## config.mk

```make
export PLATFORM = sky130hd
export DESIGN_NAME = mem_fill_engine
export DESIGN_NICKNAME = d
export VERILOG_FILES = /design/src/rtl/mem_fill_engine.sv
export SDC_FILE = /design/constraint.sdc
export NUM_CORES = 1
export LEC_CHECK = 0
export CAP_MARGIN = 20
export CORE_MARGIN = 2
export CORE_UTILIZATION = 53
export CTS_BUF_LIST = sky130_fd_sc_hd__clkbuf_16
export CTS_CLUSTER_SIZE = 14
export DETAILED_ROUTE_END_ITERATION = 12
export PLACE_DENSITY = 0.86
export SYNTH_ARGS = -nofsm -noshare
export SYNTH_HDL_FRONTEND = slang
export SYNTH_SLANG_ARGS = --single-unit
```

## constraint.sdc

```tcl
create_clock -name clk -period 3.9 [get_ports clk]
set_input_delay 0.78 -clock clk [delete_from_list [all_inputs] [get_ports clk]]
set_output_delay 0.78 -clock clk [all_outputs]
set_load 0.01 [all_outputs]
```

## src/rtl/mem_fill_engine.sv

```systemverilog
// rtl/mem_fill_engine.sv - contiguous-range RAM initialiser with selectable data pattern
module mem_fill_engine #(
  parameter int ADDR_W = 8,
  parameter int DATA_W = 8,
  parameter int LEN_W  = ADDR_W + 1
) (
  input  logic              clk,
  input  logic              reset,
  input  logic              start,
  input  logic [1:0]        mode,
  input  logic [DATA_W-1:0] fill_value,
  input  logic [DATA_W-1:0] step,
  input  logic [ADDR_W-1:0] base_addr,
  input  logic [LEN_W-1:0]  length,
  input  logic              mem_ready,
  input  logic              abort,
  output logic              wen,
  output logic [ADDR_W-1:0] address,
  output logic [DATA_W-1:0] data,
  output logic              busy,
  output logic              finished
);

  typedef enum logic [1:0] {
    S_IDLE   = 2'd0,
    S_WRITE  = 2'd1,
    S_FINISH = 2'd2
  } state_t;

  state_t            state_q;
  state_t            state_d;
  logic [1:0]        mode_q;
  logic [DATA_W-1:0] step_q;
  logic [LEN_W-1:0]  len_q;
  logic [LEN_W-1:0]  k_q;
  logic              accept;
  logic              last;
  logic [DATA_W-1:0] first_data;
  logic [DATA_W-1:0] next_data;

  // Abort suppresses the write of its own cycle, so it also blocks acceptance.
  assign accept = (state_q == S_WRITE) && mem_ready && !abort;
  assign last   = (k_q == len_q - LEN_W'(1));

  // State register.
  always_ff @(posedge clk) begin
    if (reset) state_q <= S_IDLE;
    else       state_q <= state_d;
  end

  // Next-state selection; start is only looked at in IDLE, abort only in WRITE.
  always_comb begin
    state_d = state_q;
    case (state_q)
      S_IDLE:   if (start) state_d = (length != '0) ? S_WRITE : S_FINISH;
      S_WRITE:  if (abort || (accept && last)) state_d = S_FINISH;
      S_FINISH: state_d = S_IDLE;
      default:  state_d = S_IDLE;
    endcase
  end

  // Status outputs decode straight from the state register.
  always_comb begin
    wen      = (state_q == S_WRITE) && !abort;
    busy     = (state_q == S_WRITE);
    finished = (state_q == S_FINISH);
  end

  // Data for write 0, taken from the live inputs at the start cycle.
  always_comb begin
    first_data = '0;
    case (mode)
      2'd0:    first_data = DATA_W'(base_addr);
      2'd2:    first_data = DATA_W'(length - LEN_W'(1));
      default: first_data = fill_value;
    endcase
  end

  // Data for write k+1 derived incrementally from write k (ramp is a running add).
  always_comb begin
    next_data = data;
    case (mode_q)
      2'd0:    next_data = DATA_W'(address + ADDR_W'(1));
      2'd1:    next_data = data;
      2'd2:    next_data = data - DATA_W'(1);
      default: next_data = data + step_q;
    endcase
  end

  // Run parameters are latched at start; address/data only move on an accepted write.
  always_ff @(posedge clk) begin
    if (reset) begin
      mode_q  <= '0;
      step_q  <= '0;
      len_q   <= '0;
      k_q     <= '0;
      address <= '0;
      data    <= '0;
    end else if (state_q == S_IDLE && start) begin
      mode_q  <= mode;
      step_q  <= step;
      len_q   <= length;
      k_q     <= '0;
      address <= base_addr;
      data    <= first_data;
    end else if (accept && !last) begin
      k_q     <= k_q + LEN_W'(1);
      address <= address + ADDR_W'(1);
      data    <= next_data;
    end
  end

endmodule
```

Word level (Yosys, flattened, before mapping):

Index checks and enable logic that the tools add are counted.

* register bits after elaboration: 46
* input port bits: 40
* logic and storage cells: 49

* add/sub/neg operators: 6
* equal/unequal tests: 9
* multiplexer cells: 10
* reduce and logical (&&, ||, !) cells: 17

Operator list (count)
* $mux W8: 4
* $pmux W8 S3: 1
* $pmux W8 S2: 1
* $sub A8 B1 Y8 const B: 2
* $add A9 B1 Y9 const B: 1
* $eq A9 B9 Y1: 1
* $reduce_bool A9 Y1: 1
* $sub A9 B1 Y9 const B: 1
* $add A8 B1 Y8 const B: 1
* $add A8 B8 Y8: 1
* $eq A2 B2 Y1 const B: 3
* $logic_and A1 B1 Y1: 6
* $logic_not A2 Y1: 3
* $mux W2: 3
* $eq A2 B1 Y1 const B: 2
* $ne A2 B2 Y1 const B: 2
* $pmux W2 S2: 1
* $reduce_and A2 Y1: 2
* $logic_not A1 Y1: 2
* $ne A2 B1 Y1 const B: 1
* $reduce_bool A2 Y1: 1
* $reduce_or A2 Y1: 1
* $logic_or A1 B1 Y1: 1

Depth between registers and ports, before layout:

* depth in word-level cells: 7
* gate-level depth with buffers: 14
* gate-level depth less buffers: 14

Worst setup path after synthesis:

Ideal clock, no wire load.

* path kind: register to register
* start point: reg len_q[2]
* end point: reg address[6]
* arrival time: 2.608 ns
* required time: 3.768 ns
* setup slack: 1.160 ns
* stages on the path, launching flop included: 10
* clock period less this slack: 2.740 ns
* path through: dfxtp_1 -> buf_6 -> or4_4 -> or4_4 -> xnor2_4 -> a2111oi_4 -> buf_2 -> nor3_1 -> a211oi_1 -> a21oi_1

* longest elaborated chain between the ends: 5

Ends and longest elaborated chain
* start, declared: RTL line 34 `logic [LEN_W-1:0] len_q;`
* start signal, assigned: RTL line 102 `len_q <= length;`
* $sub A9 B1 Y9: RTL line 43 `assign last = (k_q == len_q - LEN_W'(1));`
* $eq A9 B9 Y1: RTL line 43
* $logic_not A1 Y1: RTL line 106 `end else if (accept && !last) begin`
* $logic_and A1 B1 Y1: RTL line 106
* $reduce_bool A2 Y1 (no line)
* end signal, assigned: RTL line 104 `address <= base_addr;`
* end signal, assigned: RTL line 108 `address <= address + ADDR_W'(1);`
* end, declared: RTL line 18 `output logic [ADDR_W-1:0] address,`

Every way passes these cells.
A chain may end at the register's enable or synchronous reset.

Worst setup path in the final report:

* start point: reg step_q[0]
* end point: reg data[7]

* longest elaborated chain between the ends: 4

Ends and longest elaborated chain
* start, declared: RTL line 33 `logic [DATA_W-1:0] step_q;`
* start signal, assigned: RTL line 101 `step_q <= step;`
* $add A8 B8 Y8: RTL line 86 `default: next_data = data + step_q;`
* $pmux W8 S3: RTL line 82 `case (mode_q)`
* $mux W8: RTL line 106
* $mux W8: RTL line 99 `end else if (state_q == S_IDLE && start) begin`
* end signal, assigned: RTL line 105 `data <= first_data;`
* end signal, assigned: RTL line 109 `data <= next_data;`
* end, declared: RTL line 19 `output logic [DATA_W-1:0] data,`

Every way passes these cells. The select of a mux whose other input is x is not followed.

==> results.cfg <==
[outcome]
outcome = completed

[floorplan]
ios = 59
core_um2 = 5890
dieWidth_um = 81.6
core.rowCount = 28
start_util_pct = 54.2
die_h_um = 81.6
die_area_um2 = 6660

[timing]
fin_crit_sh_pct = 76.2
skew_ns = 0.00571
tns_ns = 0
slew_headroom_pct = 50.6
finalCriticalPeriod_ns = 2.97
slew_viol_final = 0
max_freq_mhz = 337
setup_viol = 0
worstMarginPinSlew_ns = 0.741
rsz0062_at_grt = no
hold_violations = 0

[worst_setup_path]
cp.required_ns = 4.11
worstReg2RegStart = step_q[0]$_SDFFE_PP0P_
worstPathCellList = inv_1, ha_1, nand2b_1, or3_1, nor2_1, xnor2_1, nand2_1, ha_1, and3_1, a221o_1, o21ba_2, mux2i_1, o2111ai_1, a21oi_1
max_stage_delay_ns = 0.38
worst-r2r-cell-count = 14
reg2reg_to = data[7]$_SDFFE_PP0P_
path_max_fanout = 5
crit_path_end_kind = flip-flop
slowest_stage = a221o_1
critical_path_arrival_ns = 3.18
critical_path_class = reg2reg
cpMostUsedCell = ha_1
rrSetupSlack_ns = 0.93
cp-start-kind = flip-flop

[logic_synthesis]
yosys_warnings = 0
synth_edf_count = 0
ys_async_sr_fraction_pct = 0
synth_flop_cell = dfxtp_1
synthesis.nets = 476
syn-cell-area_um2 = 3190
synthCells = 423
yosysSeqAreaShare_pct = 28.9
ys_types = 61
synth_seq_cells = 46
avgSynthCellArea_um2 = 7.55

[grt]
antenna_found_initial = 0
grt_overflow = 0
grt_max_degree = 24
grt_pass1_wl_um = 13800
grt_use_total_pct = 26.7
first_global_vias = 2874

[routing]
wl_um = 8620
drtIter0Drc = 317
via_count = 3293
ant_nets = 0
routed_via_density = 6.04
drt_first_pass_iters = 8
drc = 0
avgRoutedWirePerCell_um = 15.8

[final_layout]
final_cell_mix = nand2_1, clkdlybuf4s50_1, a21oi_1, dfxtp_1, nor2_1
fin_cells = 545
syn2layout_area_growth_pct = 23.4
fill_cells = 510
final_common_cell = nand2_1
n_antenna_cell = 0
drive_gt1_share_pct = 4.89
nets = 522

[clock_network]
ctsResizeCount = 0
cts_tree = yes
cts_root_buf = clkbuf_16
worstSkewPairLatency_ns = 0.29
cts_buffers = 5
cts_max_path_buffers = 2
htreeDepth = 2
cts_sinks = 46
hold_buffers = 0
path_clk_slew_ns = 0.07
cts_setup_buffers = 0

[power]
p_comb_share_pct = 34.9
p_sw_share_pct = 33.9
power_frac_seq_pct = 36.6
pwr-share-clk_pct = 28.5
internal-power_mw = 0.988
p_per_area_nw_per_um2 = 379
power.switching_mw = 0.507
ir_drop_mv = 0.235
total_leakage_power_nw = 1.47

[worst_hold_path]
min_path_cells = 2
holdPathEnd = len_q[8]$_SDFFE_PP0P_
hold_class = reg2reg
hold_path_startpoint = len_q[8]$_SDFFE_PP0P_

[placed_design]
dpl.cell_count = 537
dpl.hpwl_um = 6480
io_buffers = 58
gp_congestion = 0.883

[run]
cap_violations = 0
## synthesized netlist by cell type, types with 3 or more instances
cell type | number | area [µm²]
dfxtp_1 | 46 | 921
nand3_1 | 14 | 70.1
nand4_1 | 3 | 18.8
xnor2_1 | 18 | 158
nor3_1 | 14 | 70.1
nor4_1 | 6 | 37.5
nor2_1 | 33 | 124
mux2i_1 | 4 | 40.0
clkbuf_1 | 18 | 67.6
o21ai_0 | 14 | 70.1
ha_1 | 12 | 150
nand2_1 | 70 | 263
a221o_1 | 3 | 30.0
and3_1 | 9 | 56.3
o211ai_1 | 4 | 30.0
inv_1 | 13 | 48.8
xor2_1 | 13 | 114
or3_1 | 4 | 25.0
or4_1 | 3 | 22.5
o31ai_1 | 3 | 22.5
a211oi_1 | 10 | 75.1
nor2b_1 | 9 | 56.3
nand2b_1 | 6 | 37.5
a21oi_1 | 49 | 245
## registers in the layout, summed over array words and instances, names as in the netlist
signal   flops
address      8
data         8
k_q          9
len_q        9
mode_q       2
state_q      2
step_q       8
## critical path, delay by kind of cell (launching register included)
kind,cells,cell delay [ns]
mux,1,0.16
buf+inv,1,0.08
flops,1,0.32
compound gates,4,0.84
xor+xnor,1,0.14
fa+ha+maj,2,0.50
simple gates,5,0.85
## logic make-up after synthesis
family / synth area share (%)
xor+xnor: 9.37
flops: 28.9
compound gates: 23.0
fa+ha+maj: 5.33
mux: 1.25
buf+inv: 4.74
simple gates: 27.5
## worst max path at each step
stage / start / to
after floorplan: len_q[2]$_SDFFE_PP0P_ / address[6]$_SDFFE_PP0P_
after global placement: step_q[0]$_SDFFE_PP0P_ / data[7]$_SDFFE_PP0P_
after detailed placement: step_q[0]$_SDFFE_PP0P_ / data[7]$_SDFFE_PP0P_
after CTS: step_q[0]$_SDFFE_PP0P_ / data[7]$_SDFFE_PP0P_
after global routing: step_q[0]$_SDFFE_PP0P_ / data[7]$_SDFFE_PP0P_
final: step_q[0]$_SDFFE_PP0P_ / data[7]$_SDFFE_PP0P_
## layout make-up
cell class	instances	area, µm²	area share (%)
multi-input cells	341	2120	53.8
well taps	75	93.8	2.38
repair buffers	62	611	15.5
clock inverters	3	21.3	0.540
flip-flops and latches	46	921	23.4
inverters	13	48.8	1.24
clock buffers	5	125	3.18
## metrics by stage
stage / power (mW) / cell area (µm²) / setup slack, ns / hold slack, ns / util (%)
6_report: 1.49 / 3940 / 0.929 / 0.473 / 66.9
5_1_grt: 1.58 / 3940 / 0.749 / 0.498 / 66.9
4_1_cts: 1.49 / 3940 / 0.932 / 0.476 / 66.9
3_5_place_dp: 1.07 / 3790 / 0.950 / 0.467 / 64.5
3_3_place_gp: 1.06 / 3790 / 0.982 / 0.458 / 64.5
2_1_floorplan: 0.903 / 3190 / 1.16 / 0.445 / -
## layer usage
metal	vias to the layer above	global-route usage [%]	part of all wire (%)
met5	-	0	0
met4	0	7.00	1.5
met3	17	5.05	7.9
met2	155	42.8	46
met1	1521	36.9	45
li1	1600	-	-
## power groups by stage
stage | Clock [mW] | Sequential (mW) | Combinational (mW)
after floorplan | 0 | 0.553 | 0.350
after global placement | 0 | 0.555 | 0.501
after detailed placement | 0 | 0.557 | 0.511
after CTS | 0.428 | 0.546 | 0.517
after global routing | 0.451 | 0.552 | 0.572
final | 0.426 | 0.547 | 0.522
Power figures use the tool's default switching activity.
